===== config.mk =====
export PLATFORM = sky130hd
export DESIGN_NAME = hilo_mul_ctrl_flat
export DESIGN_NICKNAME = d
export VERILOG_FILES = /design/src/rtl/hilo_mul_ctrl_if.sv /design/src/rtl/hilo_mul_ctrl.sv /design/src/flat_wrapper.sv
export SDC_FILE = /design/constraint.sdc
export NUM_CORES = 1
export LEC_CHECK = 0
export ABC_AREA = 1
export BUFFER_PORTS_ARGS = -buffer_cell sky130_fd_sc_hd__buf_2
export CORE_MARGIN = 2
export CORE_UTILIZATION = 55
export CTS_CLUSTER_SIZE = 40
export DETAILED_ROUTE_END_ITERATION = 16
export PLACE_DENSITY = 0.88
export SLEW_MARGIN = 20
export SYNTH_ARGS = -nofsm -noshare
export SYNTH_HDL_FRONTEND = slang
export SYNTH_SLANG_ARGS = --single-unit

===== constraint.sdc =====
create_clock -name clk -period 3.4 [get_ports clk]
set_input_delay 0.34 -clock clk [delete_from_list [all_inputs] [get_ports clk]]
set_output_delay 0.34 -clock clk [all_outputs]
set_load 0.005 [all_outputs]

===== src/rtl/hilo_mul_ctrl_if.sv =====
// -----------------------------------------------------------------------------
// hilo_mul_ctrl_if
//
// Purpose:
//    Bundles every non-clock, non-reset signal of the HI/LO multiply
//    controller. This covers the EX-stage request handshake, the MTHI/MTLO
//    moves, the flush, the multiplier-core operand/product path and the
//    HI/LO result outputs.
//
// Modports:
//    master : the pipeline / multiplier-core side. It drives requests, moves,
//             flush and the core product. It observes the status, the core
//             operands and HI/LO.
//    slave  : the controller side (hilo_mul_ctrl).
//
// Signal summary (direction as seen by the controller):
//    req_valid  in   EX presents a multiply request
//    req_ready  out  controller idle, request can be accepted
//    req_op     in   3-bit op: MULT/MULTU/MADD/MADDU/MSUB/MSUBU, 11x reserved
//    req_a      in   rs operand
//    req_b      in   rt operand
//    flush      in   kill the in-flight operation / block an accept
//    mthi_we    in   write HI from mt_data
//    mtlo_we    in   write LO from mt_data
//    mt_data    in   MTHI/MTLO data
//    mc_op1     out  core operand 1 (registered)
//    mc_op2     out  core operand 2 (registered)
//    mc_sign_en out  core signed-mode select (registered)
//    mc_out     in   core 64-bit product
//    busy       out  operation in flight
//    done       out  one-cycle pulse, HI/LO hold the result
//    hi_o       out  HI register
//    lo_o       out  LO register
// -----------------------------------------------------------------------------
interface hilo_mul_ctrl_if;
   logic        req_valid;
   logic        req_ready;
   logic [2:0]  req_op;
   logic [31:0] req_a;
   logic [31:0] req_b;
   logic        flush;
   logic        mthi_we;
   logic        mtlo_we;
   logic [31:0] mt_data;
   logic [31:0] mc_op1;
   logic [31:0] mc_op2;
   logic        mc_sign_en;
   logic [63:0] mc_out;
   logic        busy;
   logic        done;
   logic [31:0] hi_o;
   logic [31:0] lo_o;

   modport master (
      output req_valid, req_op, req_a, req_b, flush,
             mthi_we, mtlo_we, mt_data, mc_out,
      input  req_ready, mc_op1, mc_op2, mc_sign_en,
             busy, done, hi_o, lo_o
   );

   modport slave (
      input  req_valid, req_op, req_a, req_b, flush,
             mthi_we, mtlo_we, mt_data, mc_out,
      output req_ready, mc_op1, mc_op2, mc_sign_en,
             busy, done, hi_o, lo_o
   );
endinterface


===== src/rtl/hilo_mul_ctrl.sv =====
// -----------------------------------------------------------------------------
// hilo_mul_ctrl
//
// Purpose:
//    EX-stage multiply-unit controller. It accepts MULT/MULTU/MADD/MADDU/
//    MSUB/MSUBU requests and presents registered operands plus the sign select
//    to an external pipelined multiplier core. It waits MC_LAT clock edges for
//    the product, then writes HI/LO. The write is the plain product, or
//    {HI,LO} plus or minus the product for the accumulate forms. The module
//    also services MTHI/MTLO moves and pipeline flush.
//
// Parameters:
//    MC_LAT   : register stages inside the multiplier core, legal 1..4
//    HILO_RST : reset value of {HI,LO}
//
// Ports:
//    clk  : system clock, rising edge
//    rstn : asynchronous active-low reset
//    bus  : hilo_mul_ctrl_if.slave (handshake, moves, core path, HI/LO)
//
// Build option:
//    HILO_FWD_EN : when defined, hi_o/lo_o combinationally show the value
//                  being written during WB. done then pulses in the WB cycle
//                  instead of the cycle after it.
//
// Timing (default build): accept at edge E0, HI/LO written at E0+MC_LAT+1,
// done high during the following cycle, which is already IDLE.
// -----------------------------------------------------------------------------
module hilo_mul_ctrl #(
   parameter int          MC_LAT   = 1,
   parameter logic [63:0] HILO_RST = 64'h0
) (
   input  logic              clk,
   input  logic              rstn,
   hilo_mul_ctrl_if.slave    bus
);

   // FSM encoding
   localparam logic [1:0] ST_IDLE = 2'd0;
   localparam logic [1:0] ST_WAIT = 2'd1;
   localparam logic [1:0] ST_WB   = 2'd2;

   // Op encodings
   localparam logic [2:0] OP_MULT  = 3'b000;
   localparam logic [2:0] OP_MULTU = 3'b001;
   localparam logic [2:0] OP_MADD  = 3'b010;
   localparam logic [2:0] OP_MADDU = 3'b011;
   localparam logic [2:0] OP_MSUB  = 3'b100;
   localparam logic [2:0] OP_MSUBU = 3'b101;

   // WAIT exits when the counter reaches MC_LAT-1. MC_LAT is at most 4, so
   // 2 bits are enough.
   localparam logic [1:0] CNT_LAST = 2'(MC_LAT - 1);

   // --------------------------------------------------------------------------
   // State
   // --------------------------------------------------------------------------
   logic [1:0]  r_state;
   logic [1:0]  r_cnt;
   logic [2:0]  r_op;
   logic [31:0] r_op1;
   logic [31:0] r_op2;
   logic        r_sign_en;
   logic [63:0] r_hilo;
`ifndef HILO_FWD_EN
   logic        r_done;
`endif

   // --------------------------------------------------------------------------
   // Combinational helpers
   // --------------------------------------------------------------------------
   logic        w_idle;
   logic        w_accept;
   logic        w_wb_we;
   logic [63:0] w_wb_val;

   assign w_idle   = (r_state == ST_IDLE);
   // A flush in IDLE vetoes an accept in the same cycle.
   assign w_accept = w_idle & bus.req_valid & ~bus.flush;

   // Reserved ops (11x) still run through WAIT/WB and pulse done, but write
   // nothing.
   assign w_wb_we  = (r_op[2:1] != 2'b11);

   // WB result, always computed against the current architectural {HI,LO}.
   // This includes a value moved in at the accept edge. Arithmetic wraps
   // modulo 2^64.
   always_comb begin
      w_wb_val = r_hilo;
      case (r_op)
         OP_MULT, OP_MULTU: w_wb_val = bus.mc_out;
         OP_MADD, OP_MADDU: w_wb_val = r_hilo + bus.mc_out;
         OP_MSUB, OP_MSUBU: w_wb_val = r_hilo - bus.mc_out;
         default:           w_wb_val = r_hilo;
      endcase
   end

   // --------------------------------------------------------------------------
   // Sequential control
   // --------------------------------------------------------------------------
   always_ff @(posedge clk or negedge rstn) begin
      if (!rstn) begin
         r_state   <= ST_IDLE;
         r_cnt     <= 2'd0;
         r_op      <= 3'd0;
         r_op1     <= 32'd0;
         r_op2     <= 32'd0;
         r_sign_en <= 1'b0;
         r_hilo    <= HILO_RST;
`ifndef HILO_FWD_EN
         r_done    <= 1'b0;
`endif
      end else begin
`ifndef HILO_FWD_EN
         r_done <= 1'b0;
`endif
         case (r_state)
            ST_IDLE: begin
               // Moves are honoured only here. While busy the pipeline is
               // stalled, so a move then is an illegal sequence and is dropped.
               if (bus.mthi_we) begin
                  r_hilo[63:32] <= bus.mt_data;
               end
               if (bus.mtlo_we) begin
                  r_hilo[31:0] <= bus.mt_data;
               end
               if (w_accept) begin
                  r_op1     <= bus.req_a;
                  r_op2     <= bus.req_b;
                  // Even ops (MULT/MADD/MSUB) are the signed forms.
                  r_sign_en <= ~bus.req_op[0];
                  r_op      <= bus.req_op;
                  r_cnt     <= 2'd0;
                  r_state   <= ST_WAIT;
               end
            end

            ST_WAIT: begin
               // Operands stay frozen so the core sees stable inputs for
               // MC_LAT edges.
               if (bus.flush) begin
                  r_cnt   <= 2'd0;
                  r_state <= ST_IDLE;
               end else if (r_cnt == CNT_LAST) begin
                  r_cnt   <= 2'd0;
                  r_state <= ST_WB;
               end else begin
                  r_cnt <= r_cnt + 2'd1;
               end
            end

            ST_WB: begin
               r_state <= ST_IDLE;
               if (!bus.flush) begin
                  if (w_wb_we) begin
                     r_hilo <= w_wb_val;
                  end
`ifndef HILO_FWD_EN
                  r_done <= 1'b1;
`endif
               end
            end

            default: begin
               r_cnt   <= 2'd0;
               r_state <= ST_IDLE;
            end
         endcase
      end
   end

   // --------------------------------------------------------------------------
   // Outputs
   // --------------------------------------------------------------------------
   assign bus.req_ready  = w_idle;
   assign bus.busy       = ~w_idle;
   assign bus.mc_op1     = r_op1;
   assign bus.mc_op2     = r_op2;
   assign bus.mc_sign_en = r_sign_en;

`ifdef HILO_FWD_EN
   // Forward the WB value so consumers see it one cycle early. On a flush in
   // WB the forwarded value is meaningless, and done stays low to mark that.
   logic w_in_wb;
   assign w_in_wb  = (r_state == ST_WB);
   assign bus.hi_o = w_in_wb ? w_wb_val[63:32] : r_hilo[63:32];
   assign bus.lo_o = w_in_wb ? w_wb_val[31:0]  : r_hilo[31:0];
   assign bus.done = w_in_wb & ~bus.flush;
`else
   assign bus.hi_o = r_hilo[63:32];
   assign bus.lo_o = r_hilo[31:0];
   assign bus.done = r_done;
`endif

endmodule


===== src/flat_wrapper.sv =====
// flat-port wrapper written by rule: the top's interface ports become plain ports
module hilo_mul_ctrl_flat 
#(
   parameter int          MC_LAT   = 1,
   parameter logic [63:0] HILO_RST = 64'h0
)
  (clk, rstn, bus_req_valid, bus_req_op, bus_req_a, bus_req_b, bus_flush, bus_mthi_we, bus_mtlo_we, bus_mt_data, bus_mc_out, bus_req_ready, bus_mc_op1, bus_mc_op2, bus_mc_sign_en, bus_busy, bus_done, bus_hi_o, bus_lo_o);
  hilo_mul_ctrl_if bus_i ();
  input  logic clk;
  input  logic rstn;
  input wire logic [$bits(bus_i.req_valid)-1:0] bus_req_valid;
  input wire logic [$bits(bus_i.req_op)-1:0] bus_req_op;
  input wire logic [$bits(bus_i.req_a)-1:0] bus_req_a;
  input wire logic [$bits(bus_i.req_b)-1:0] bus_req_b;
  input wire logic [$bits(bus_i.flush)-1:0] bus_flush;
  input wire logic [$bits(bus_i.mthi_we)-1:0] bus_mthi_we;
  input wire logic [$bits(bus_i.mtlo_we)-1:0] bus_mtlo_we;
  input wire logic [$bits(bus_i.mt_data)-1:0] bus_mt_data;
  input wire logic [$bits(bus_i.mc_out)-1:0] bus_mc_out;
  output wire logic [$bits(bus_i.req_ready)-1:0] bus_req_ready;
  output wire logic [$bits(bus_i.mc_op1)-1:0] bus_mc_op1;
  output wire logic [$bits(bus_i.mc_op2)-1:0] bus_mc_op2;
  output wire logic [$bits(bus_i.mc_sign_en)-1:0] bus_mc_sign_en;
  output wire logic [$bits(bus_i.busy)-1:0] bus_busy;
  output wire logic [$bits(bus_i.done)-1:0] bus_done;
  output wire logic [$bits(bus_i.hi_o)-1:0] bus_hi_o;
  output wire logic [$bits(bus_i.lo_o)-1:0] bus_lo_o;
  assign bus_i.req_valid = bus_req_valid;
  assign bus_i.req_op = bus_req_op;
  assign bus_i.req_a = bus_req_a;
  assign bus_i.req_b = bus_req_b;
  assign bus_i.flush = bus_flush;
  assign bus_i.mthi_we = bus_mthi_we;
  assign bus_i.mtlo_we = bus_mtlo_we;
  assign bus_i.mt_data = bus_mt_data;
  assign bus_i.mc_out = bus_mc_out;
  assign bus_req_ready = bus_i.req_ready;
  assign bus_mc_op1 = bus_i.mc_op1;
  assign bus_mc_op2 = bus_i.mc_op2;
  assign bus_mc_sign_en = bus_i.mc_sign_en;
  assign bus_busy = bus_i.busy;
  assign bus_done = bus_i.done;
  assign bus_hi_o = bus_i.hi_o;
  assign bus_lo_o = bus_i.lo_o;
  hilo_mul_ctrl #(.MC_LAT(MC_LAT), .HILO_RST(HILO_RST)) u_core (.clk(clk), .rstn(rstn), .bus(bus_i));
endmodule

==> results of run 1 <==
synth_stat cells (3+ instances only):
master and number:
nor2_1 330, nand3b_1 7, o21bai_1 6, buf_1 4, mux2_2 64, o21ai_2 3, nor2_2 13, a21oi_1 211
buf_2 15, xor2_1 88, ha_1 70, clkbuf_1 32, nor3_2 3, nand3_1 90, inv_1 378, a31oi_1 6
nand4_1 22, o21ai_1 36, nor4_1 5, nand2_2 7, o21ai_0 41, inv_2 23, clkinv_1 4, xnor2_1 3
nand2_1 632, nor3_1 15, dfrtp_1 136
through the flow:
stage	instance area (sq um)	setup TNS (ns)	hold WS [ns]	instances	setup WS, ns
global placement	17900	-11.56	0.421	3148	-0.447
CTS	18800	0	0.111	3188	0.00229
floorplan	13800	0	0.0444	2264	0.290
detailed placement	17900	-15.62	0.436	3148	-0.543
layer usage:
| layer | GRT usage (%) | overflow |
|---|---|---|
| met5 | 36.7 | 0 |
| met4 | 68.0 | 0 |
| met3 | 55.2 | 0 |
| met2 | 89.6 | 1 |
| met1 | 74.8 | 0 |
cell families after synthesis:
| family | after synthesis | synth area share, % |
|---|---|---|
| AND/OR/NAND/NOR | 1131 | 33.2 |
| buffers and inverters | 458 | 12.7 |
| AO/OA/AOI/OAI | 313 | 11.9 |
| flip-flops | 136 | 24.7 |
| XOR/XNOR | 91 | 5.78 |
| adder cells (fa/ha/maj) | 71 | 6.50 |
| multiplexers | 64 | 5.23 |
what timing repair did:
action,in CTS
hold buffers,1
endpoints found under the hold margin,61
pin swaps,16
buffers inserted,7
gates cloned,0
resized for setup,68
endpoints found under the setup margin,48
==> results.toml, run 1 <==
[global_route]
grt_max_degree = 72
grt_antenna_before_repair = 23
grt_use_total_pct = 72.7
grt_overflow = 1

[placed_design]
place_congestion = 1.10
hpwl_um = 54100
port_buffers = 300

[synth]
synth_seq_cells = 136
ys_warn_count = 0
synthFlopType = "dfrtp_1"
yosysTopAreaCell = "dfrtp_1"
synth_cells = 2264
async_flop_share_pct = 100
synthTopCellsByArea = "dfrtp_1, nand2_1, inv_1"
synth_area_per_cell_sq_um = 6.09
ys_seq_area_share_pct = 24.7
synth_nets = 2504
ys_types = 47
synth_top_area_share_pct = 24.7
netlist_area_sq_um = 13800
synth-edff-count = 0

[cts]
cts_made_buffers = 17
cts_max_level = 4
clkSinkCount = 136
cts_root_buf = "clkbuf_16"
cts_buffer_depth = 2

[outcome]
status = "stopped before the end"
error_line = "[ERROR GRT-0232] Routing congestion too high. Check the congestion heatmap in the GUI."
stop_stage = "global routing (5_1_grt)"

[timing]
worst_endpoint_kind = "sequential cell input"
worstEndpointGrtRepair = "u_core.r_hilo[52]$_DFFE_PN0P_/D"

[floorplan]
die_w_um = 162
rows = 57
die-height_um = 162
start_util_pct = 56.4
ioPinCount = 301
==> run 2: changes to the inputs <==
CORE_UTILIZATION = 40   (was 55)
CTS_CLUSTER_SIZE = unset   (was 40)
PLACE_DENSITY = unset   (was 0.88)
PLACE_DENSITY_LB_ADDON = 0.15   (was unset)
==> results.toml, run 2 <==
[cts]
clkSinkCount = 136
cts_tree = "done"
clock_latency_ns = 0.47
cts_buffer_depth = 2
cts.clk_slew.worst_paths_ns = 0.08
cts_root_buf = "clkbuf_16"
cts_made_buffers = 17
cts_max_level = 4

[timing]
setup_violations = 0
rsz0062_at_grt = "yes"
worst_pin_slew_ns = 0.853
post-route-period-util_pct = 98.4
finalHoldViolations = 0
fin_worst_skew_ns = 0.0221
hold_ws_ns = 0.107
fmax_mhz = 299
slew_violations = 0
relSlewSlack_pct = 43.1
fin_crit_ns = 3.35

[finish]
final_cell_mix = "nand2_1, inv_1, buf_4"
nets = 3157
area_delta_synth_final_pct = 49.8
top_register = "u_core.r_hilo"
layoutNonFillerInstCount = 3386
final_layout_size_suffix_gt1_share_pct = 37.9
layout_commonest_cell = "nand2_1"
fin_area_sq_um = 20700
largest_reg_flops = 64
n_fill_cell = 3384

[critical_path]
arrival_ns = 3.70
start_kind = "flop"
cp_max_fo = 6
cp_common_cell = "nor2_1"
slowest_stage = "dfrtp_1"
max_stage_delay_ns = 0.38
path_cells = "inv_2 -> ha_4 -> buf_8 -> o21a_4 -> nand2_4 -> nor2_4 -> nand2_4 -> buf_6 -> xor2_2 -> ha_2 -> nand2_2 -> inv_1 -> a21oi_1 -> buf_4 -> nor2_1 -> nor2_1 -> nor2_1 -> nor2_1 -> nand3_1 -> nand2_1 -> nand3_2 -> nand2_2 -> a21oi_2"
rrSetupSlack_ns = 0.05
crit_required_ns = 3.75
cp-end-kind = "flop"
critPathKind = "flop to flop"

[power]
leakagePower_nw = 11.2
pwr_density_cell_nw_per_um2 = 591
irDropWorstVdd_mv = 0.560
p_total_mw = 12.2

[floorplan]
ioPinCount = 301
start_util_pct = 40.2
rows = 68
die-height_um = 190
dieArea_sq_um = 36000
die_w_um = 190
core_sq_um = 34300

[synth]
synth_seq_cells = 136
synthTopCellsByArea = "dfrtp_1, nand2_1, inv_1"
synth_top_area_share_pct = 24.7
synth-edff-count = 0
async_flop_share_pct = 100
synth_nets = 2504
netlist_area_sq_um = 13800
yosysTopAreaCell = "dfrtp_1"
synth_area_per_cell_sq_um = 6.09
synth_cells = 2264
ys_types = 47
ys_seq_area_share_pct = 24.7
ys_warn_count = 0
yosysMostFrequentCell = "nand2_1"
yosys-top-cells-count = "nand2_1, inv_1, nor2_1, a21oi_1, dfrtp_1"
synthFlopType = "dfrtp_1"

[placed_design]
post-place-cells = 3322
place_congestion = 1.03
dpl_cell_area_sq_um = 18300
port_buffers = 300
hpwl_um = 55600

[route]
firstDrtPassIters = 7
routed_wl_um = 68000
viasPerCell = 5.13
via_count = 17380
drc = 0
drtIter0Drc = 1535
ant_nets = 0
routedWlPerCell_um = 20.1

[global_route]
grt_pass1_wl_um = 99100
grt_max_degree = 79
grt_use_total_pct = 37.0
grt_antenna_before_repair = 3
grt_pass1_vias = 16655
grt_overflow = 0

[hold_path]
hold_class = "input port to flop"

[flow_run]
drv_cap = 0

[outcome]
status = "complete, no violations"
## run 2: cell counts after synthesis
Identical to the previous run, type by type.
## run 2: layer usage
layer	global-route usage, %	wire [um]
met1	48.4	28500
met2	60.0	30800
met3	7.60	6030
met5	0	11
met4	14.0	2770
## run 2: worst max-delay path: cells and delay by family, from the launching register on
kind	cells	cell delay, ns
simple gates	12	1.28
buf+inv	5	0.58
fa+ha+maj	2	0.53
flops	1	0.38
compound gates	3	0.31
xor+xnor	1	0.14
## run 2: repair_timing
item                       4_1_cts  5_1_grt
hold buffers                     1        0
setup endpoints to repair       48       50
hold endpoints to repair        75        0
gates resized for setup         61      296
setup buffers                    8       22
pin swaps                       12       93
## run 2: cell type report
cell class	instances	area (sq um)	area share [%]
inverters	405	1520	7.37
repair buffers	687	4520	21.9
flip-flops and latches	136	3400	16.5
well taps	455	569	2.76
clock buffers	17	425	2.06
multi-input cells	1670	10000	48.4
diodes	1	2.50	0.0121
clock inverters	15	216	1.05
## run 2: final timing paths
path / start / end / cells after the start
max: u_core.r_op[1]$_DFFE_PN0P_ / u_core.r_hilo[49]$_DFFE_PN0P_ / 23
min: bus_req_a[11] / u_core.bus.mc_op1[11]$_DFFE_PN0P_ / 2
max reg2reg: u_core.r_op[1]$_DFFE_PN0P_ / u_core.r_hilo[49]$_DFFE_PN0P_ / 23
min reg2reg: u_core.bus.mc_op1[19]$_DFFE_PN0P_ / u_core.bus.mc_op1[19]$_DFFE_PN0P_ / 1
max in group asynchronous: rstn / u_core.r_hilo[43]$_DFFE_PN0P_ / 3
min in group asynchronous: rstn / u_core.bus.mc_op2[27]$_DFFE_PN0P_ / 2
## run 2: stage by stage
step,util [%],worst slack (ns),TNS [ns]
floorplan,-,0.290,0
global placement,53.5,-0.641,-16.25
detailed placement,53.5,-0.671,-18.17
CTS,56.3,-0.0182,-0.0182
global route,60.3,-0.105,-1.06
finish,60.3,0.0533,0
## run 2: logic make-up after synthesis
group / after synthesis / share of synthesized area [%]
AND/OR/NAND/NOR: 1131 / 33.2
adder cells (fa/ha/maj): 71 / 6.50
AO/OA/AOI/OAI: 313 / 11.9
flip-flops: 136 / 24.7
XOR/XNOR: 91 / 5.78
multiplexers: 64 / 5.23
buffers and inverters: 458 / 12.7
## run 2: where the power goes
part / internal (mW) / switching [mW] / leakage, nW
combinational: 3.25 / 4.53 / 9.27
clock: 1.20 / 0.970 / 0.313
sequential: 1.93 / 0.321 / 1.57
No activity file was read; power rests on OpenSTA's default activity.
